<file path="config.mk">
export PLATFORM = sky130hd
export DESIGN_NAME = mul_div_unit
export DESIGN_NICKNAME = d
export VERILOG_FILES = /design/src/rtl/mul_div_unit.sv
export SDC_FILE = /design/constraint.sdc
export NUM_CORES = 1
export LEC_CHECK = 0
export BUFFER_PORTS_ARGS = -buffer_cell sky130_fd_sc_hd__clkbuf_2
export CORE_ASPECT_RATIO = 0.75
export CORE_MARGIN = 1
export CORE_UTILIZATION = 50
export DETAILED_ROUTE_END_ITERATION = 6
export PLACE_DENSITY = 0.75
export SLEW_MARGIN = 20
export SYNTH_ARGS = -nofsm -noshare
export SYNTH_HDL_FRONTEND = slang
export SYNTH_SLANG_ARGS = --single-unit
</file>
<file path="constraint.sdc">
create_clock -name clock -period 3.6 [get_ports clock]
set_input_delay 0.72 -clock clock [delete_from_list [all_inputs] [get_ports clock]]
set_output_delay 0.72 -clock clock [all_outputs]
set_load 0.05 [all_outputs]
</file>
<file path="src/rtl/mul_div_unit.sv">
// rtl/mul_div_unit.sv - iterative multiply/divide unit with architectural HI/LO registers
// Optional MDU_FAST_MUL_EN: MULT/MULTU use a single-cycle multiplier instead of shift-add.
module mul_div_unit #(
    parameter int WIDTH = 32
) (
    input  logic             clock,
    input  logic             rst,
    input  logic             start,
    input  logic [1:0]       op,
    input  logic [WIDTH-1:0] src_a,
    input  logic [WIDTH-1:0] src_b,
    input  logic             mthi,
    input  logic             mtlo,
    input  logic [WIDTH-1:0] mt_data,
    input  logic             read_req,
    output logic [WIDTH-1:0] hi,
    output logic [WIDTH-1:0] lo,
    output logic             busy,
    output logic             stall,
    output logic             done,
    output logic             div_by_zero
);

    localparam int CW = $clog2(WIDTH);

    typedef enum logic [1:0] {
        S_IDLE,
        S_MUL,
        S_DIV,
        S_FIX
    } state_t;

    state_t             state_q, state_d;
    logic [CW-1:0]      cnt_q, cnt_d;
    logic [2*WIDTH-1:0] work_q, work_d;
    logic [WIDTH-1:0]   mag_q, mag_d;
    logic [WIDTH-1:0]   raw_a_q, raw_a_d;
    logic               is_div_q, is_div_d;
    logic               neg_q, neg_d;
    logic               neg_rem_q, neg_rem_d;
    logic               dbz_pend_q, dbz_pend_d;
    logic [WIDTH-1:0]   hi_q, hi_d;
    logic [WIDTH-1:0]   lo_q, lo_d;
    logic               done_q, done_d;
    logic               dbz_q, dbz_d;

    logic               sign_a, sign_b;
    logic [WIDTH-1:0]   abs_a, abs_b;
    logic [WIDTH:0]     mul_sum;
    logic [2*WIDTH-1:0] mul_next;
    logic [WIDTH:0]     div_trial;
    logic               div_ok;
    logic [WIDTH-1:0]   rem_next;
    logic [2*WIDTH-1:0] div_next;
    logic [2*WIDTH-1:0] prod_fix;
    logic [WIDTH-1:0]   quo_fix, rem_fix;

    // op[0]=0 selects the signed variants; magnitudes feed the unsigned datapath
    assign sign_a = ~op[0] & src_a[WIDTH-1];
    assign sign_b = ~op[0] & src_b[WIDTH-1];
    assign abs_a  = sign_a ? (~src_a + 1'b1) : src_a;
    assign abs_b  = sign_b ? (~src_b + 1'b1) : src_b;

    // work_q holds {partial product, remaining multiplier} during MUL
    assign mul_sum  = {1'b0, work_q[2*WIDTH-1:WIDTH]}
                    + (work_q[0] ? {1'b0, mag_q} : {(WIDTH+1){1'b0}});
    assign mul_next = {mul_sum, work_q[WIDTH-1:1]};

    // work_q holds {partial remainder, dividend/quotient} during DIV
    assign div_trial = {work_q[2*WIDTH-1:WIDTH], work_q[WIDTH-1]} - {1'b0, mag_q};
    assign div_ok    = ~div_trial[WIDTH];
    assign rem_next  = div_ok ? div_trial[WIDTH-1:0]
                              : {work_q[2*WIDTH-2:WIDTH], work_q[WIDTH-1]};
    assign div_next  = {rem_next, work_q[WIDTH-2:0], div_ok};

    assign prod_fix = neg_q ? (~work_q + 1'b1) : work_q;
    assign quo_fix  = neg_q ? (~work_q[WIDTH-1:0] + 1'b1) : work_q[WIDTH-1:0];
    assign rem_fix  = neg_rem_q ? (~work_q[2*WIDTH-1:WIDTH] + 1'b1)
                                : work_q[2*WIDTH-1:WIDTH];

    always_ff @(posedge clock) begin
        if (rst) begin
            state_q    <= S_IDLE;
            cnt_q      <= '0;
            work_q     <= '0;
            mag_q      <= '0;
            raw_a_q    <= '0;
            is_div_q   <= 1'b0;
            neg_q      <= 1'b0;
            neg_rem_q  <= 1'b0;
            dbz_pend_q <= 1'b0;
            hi_q       <= '0;
            lo_q       <= '0;
            done_q     <= 1'b0;
            dbz_q      <= 1'b0;
        end else begin
            state_q    <= state_d;
            cnt_q      <= cnt_d;
            work_q     <= work_d;
            mag_q      <= mag_d;
            raw_a_q    <= raw_a_d;
            is_div_q   <= is_div_d;
            neg_q      <= neg_d;
            neg_rem_q  <= neg_rem_d;
            dbz_pend_q <= dbz_pend_d;
            hi_q       <= hi_d;
            lo_q       <= lo_d;
            done_q     <= done_d;
            dbz_q      <= dbz_d;
        end
    end

    always_comb begin
        state_d    = state_q;
        cnt_d      = cnt_q;
        work_d     = work_q;
        mag_d      = mag_q;
        raw_a_d    = raw_a_q;
        is_div_d   = is_div_q;
        neg_d      = neg_q;
        neg_rem_d  = neg_rem_q;
        dbz_pend_d = dbz_pend_q;
        hi_d       = hi_q;
        lo_d       = lo_q;
        done_d     = 1'b0;
        dbz_d      = dbz_q;

        case (state_q)
            S_IDLE: begin
                if (start) begin
                    cnt_d      = CW'(WIDTH - 1);
                    raw_a_d    = src_a;
                    is_div_d   = op[1];
                    neg_d      = sign_a ^ sign_b;
                    neg_rem_d  = sign_a;
                    dbz_pend_d = op[1] && (src_b == '0);
                    dbz_d      = 1'b0;
                    if (op[1]) begin
                        work_d  = {{WIDTH{1'b0}}, abs_a};
                        mag_d   = abs_b;
                        state_d = S_DIV;
                    end else begin
`ifdef MDU_FAST_MUL_EN
                        work_d  = {{WIDTH{1'b0}}, abs_a} * {{WIDTH{1'b0}}, abs_b};
                        state_d = S_FIX;
`else
                        work_d  = {{WIDTH{1'b0}}, abs_b};
                        mag_d   = abs_a;
                        state_d = S_MUL;
`endif
                    end
                end else begin
                    if (mthi) hi_d = mt_data;
                    if (mtlo) lo_d = mt_data;
                end
            end
            S_MUL: begin
                work_d = mul_next;
                cnt_d  = cnt_q - CW'(1);
                if (cnt_q == '0) state_d = S_FIX;
            end
            S_DIV: begin
                work_d = div_next;
                cnt_d  = cnt_q - CW'(1);
                if (cnt_q == '0) state_d = S_FIX;
            end
            S_FIX: begin
                if (!is_div_q) begin
                    {hi_d, lo_d} = prod_fix;
                end else if (dbz_pend_q) begin
                    lo_d  = '1;
                    hi_d  = raw_a_q;
                    dbz_d = 1'b1;
                end else begin
                    lo_d = quo_fix;
                    hi_d = rem_fix;
                end
                done_d  = 1'b1;
                state_d = S_IDLE;
            end
            default: state_d = S_IDLE;
        endcase
    end

    assign busy        = (state_q != S_IDLE);
    assign stall       = busy & (start | read_req | mthi | mtlo);
    assign hi          = hi_q;
    assign lo          = lo_q;
    assign done        = done_q;
    assign div_by_zero = dbz_q;

endmodule

</file>
==> metrics.txt <==
count of input and output buffers 171; top post-synthesis cells by area dfxtp_1 24%, a21oi_1 6.9%, nand2_1 6.3%; Hold Vio Cnt, Final 0; routed len/inst 24.12 um; CORE AREA about 33000 um^2; critical path required time 4.02 ns; instance count of the mapped netlist 2366; Leak ~8 nW; PnR worst setup slack approximately 0.12 ns; Max Cap Violations 0; top cell type's share of synthesized area 24.21%; CTS tree yes; HP Class flip-flop to flip-flop; antenna violations before repair 3; synth cell count leaders 284 x nand2_1, 234 x a21oi_1, 233 x nor2_1; vias in the first global route 17310; final WL 71460 um; Synth-to-Final Area Change 15.54%; Clock Sinks about 210; final core occ 59.57%; CP startpoint kind flip-flop; Crit-path slowest cell a311oi_1; Internal about 6.4 mW; share of layout cells above drive strength 1 15.48%; GP Congestion between 1 and 1.5; Worst setup EP type flip-flop; Synth cell types 74; first-pass GRT wire length 106100 um; total CTS buffers 23; status finished clean; IO Pins 172; Die Wd 214.6 um; R2R Setup Slk 0.12 ns; Initial Util 51.55%; top-count cell post-synth nand2_1; Synth Register Bits 205; worst path cell trace inv_1 > buf_4 > nor2_1 > ha_1 > nand2_1 > or2_2 > a21o_1 > o21ai_0 > buf_4 > a31oi_1 > buf_4 > or2_2 > a311oi_1 > mux2i_1 > o211ai_1; Crit path arrival time approximately 4 ns; Async S/R FF share, synth 0%; P per Cell Area 645.0 nW/um^2; Place WS 0.05955 ns; antenna-violating nets left 0; Layout Nets 2684; fillers 3054; share of total power in the clock network 20.5%; die area 34650 um^2; Switching Share 48.95%; P_sw 6.183 mW; Die Y-Extent around 160 um; largest net degree at the start of global routing 54; n_diodes 0; first-pass iteration count of the detailed router 6; critical path's largest stage delay 0.37 ns; CTS clk-pin slew, worst paths 0.06 ns; row count 57; clk buf depth 3; maximum vdd drop 0.0006018 V; Post-synth EDFFs 0; DP Cell Count 2921; synth warn 0; Skew-Pair Late Insertion Delay roughly 0.55 ns; remaining global-route overflow 0; Tcrit/Tclk final between 90% and 100%; via total after detailed routing about 20000; CTS H-Tree Depth 1; Max Clk Rate ~0.29 GHz; dominant cell type by area after synthesis dfxtp_1; routed vias/inst 6.628; final number of setup-violating endpoints 0; CP Class flip-flop to flip-flop; Setup TNS 0 ns; DRC violations left 0; CP Max Fanout 11; post-synthesis area per instance 7.164 um^2; root buf cell clkbuf_16; synthesized net count 2546; CP most frequent cell buf_4; Total GRT Usage about two fifths; Rel. slew slack 28.02%; DR iter-0 viols 2935; HPWL after DPL between 50000 and 60000 um; clock skew 0.03276 ns; Seq pwr share 25.9%; Max Slew Vio Count 0; Worst Tran Pin Value roughly 1.1 ns; mapped cell area 16950 um^2; post-synthesis sequential area ratio 24.21%; Non-Filler Instances between 2000 and 3000; Period minus WS final 3.481 ns; RSZ-0062 raised after global routing no; main flop type after synthesis dfxtp_1; Comb pwr share between 50% and 60%
## metal layers
layer | up-vias | global-route usage [%] | wire [um]
met5 | - | 0 | 28
met4 | 4 | 14.25 | 2881
met3 | 176 | 13.71 | 11330
met2 | 1487 | 53.82 | 27450
met1 | 9117 | 56.89 | 29770
li1 | 8849 | - | -
## path summary, 6_finish.rpt
| path | from | end | depth (start not counted) |
|---|---|---|---|
| setup / recovery | work_q[0] | work_q[56] | 15 |
| hold / removal | mag_q[6] | mag_q[6] | 2 |
| setup reg to reg | work_q[0] | work_q[56] | 15 |
| hold reg to reg | mag_q[6] | mag_q[6] | 2 |
## logic make-up after synthesis
family	count (synthesis)	synth area share (%)
AO/OA/AOI/OAI	769	29.69
XOR/XNOR	183	9.456
adder cells (fa/ha/maj)	76	5.699
buffers and inverters	275	6.164
AND/OR/NAND/NOR	810	21.91
multiplexers	48	2.871
flip-flops	205	24.21
## power by group through the flow
stage | sequential, mW | combinational, mW | clock [mW]
6_report | 3.27 | 6.77 | 2.59
5_1_grt | 3.31 | 7.11 | 2.69
4_1_cts | 3.24 | 6.48 | 2.58
3_5_place_dp | 3.29 | 6.44 | 0
3_3_place_gp | 3.27 | 6.28 | 0
2_1_floorplan | 3.51 | 3.87 | 0
## flip-flops by register name, summed over array words and instances, names as in the netlist
signal	cells
cnt_q	5
dbz_pend_q	1
div_by_zero	1
done	1
hi	32
is_div_q	1
lo	32
mag_q	32
neg_q	1
neg_rem_q	1
raw_a_q	32
state_q	2
work_q	64
## stage by stage
| step | instance area [um^2] | power (mW) | hold WS, ns |
|---|---|---|---|
| 2_1_floorplan | 16950 | 7.382 | 0.4198 |
| 3_3_place_gp | 18700 | 9.542 | 0.4393 |
| 3_5_place_dp | 18750 | 9.730 | 0.4451 |
| 4_1_cts | 19550 | 12.29 | 0.4414 |
| 5_1_grt | 19580 | 13.12 | 0.4573 |
| 6_report | 19580 | 12.63 | 0.4525 |
## critical path: cells and delay by family, from the launching register on
family                   cells  cell delay, ns
AO/OA/AOI/OAI                5            0.90
AND/OR/NAND/NOR              4            0.79
buffers and inverters        4            0.76
adder cells (fa/ha/maj)      1            0.35
flip-flops                   1            0.34
multiplexers                 1            0.23
## layout by cell type (no fill, tap or decap), types with 6 or more instances in the layout
| cell | instances |
|---|---|
| a211oi_1 | 42 |
| a21boi_0 | 8 |
| a21o_1 | 28 |
| a21oi_1 | 231 |
| a221o_1 | 11 |
| a221oi_1 | 7 |
| a22o_1 | 14 |
| a22oi_1 | 32 |
| a311oi_1 | 27 |
| a31oi_1 | 17 |
| and3_1 | 9 |
| buf_4 | 131 |
| clkbuf_16 | 23 |
| clkbuf_2 | 170 |
| dfxtp_1 | 204 |
| ha_1 | 71 |
| inv_1 | 77 |
| mux2i_1 | 43 |
| nand2_1 | 283 |
| nand2b_1 | 37 |
| nand3_1 | 55 |
| nand4_1 | 11 |
| nor2_1 | 233 |
| nor2b_1 | 9 |
| nor3_1 | 66 |
| nor4_1 | 22 |
| o211ai_1 | 56 |
| o21a_1 | 6 |
| o21ai_0 | 140 |
| o221ai_1 | 37 |
| o31a_1 | 6 |
| o31ai_1 | 38 |
| o41ai_1 | 16 |
| or2_2 | 14 |
| or3_1 | 26 |
| or4_1 | 18 |
| xnor2_1 | 121 |
| xor2_1 | 62 |
## what timing repair did
item                                    CTS  global route
endpoints found under the setup margin    0            31
buffers inserted                          0             0
resized for setup                         0            14
hold buffers                              0             0
endpoints found under the hold margin     0             0
## layout make-up
class,count,area (um^2),share of cell area [%]
repair buffers,308,1972,10.07
clock buffers,30,631.9,3.226
inverters,80,300.3,1.533
multi-input cells,1886,11860,60.56
clock inverters,11,161.4,0.8242
well taps,442,553.0,2.824
flip-flops and latches,205,4105,20.96
No activity file was read; power rests on OpenSTA's default activity.
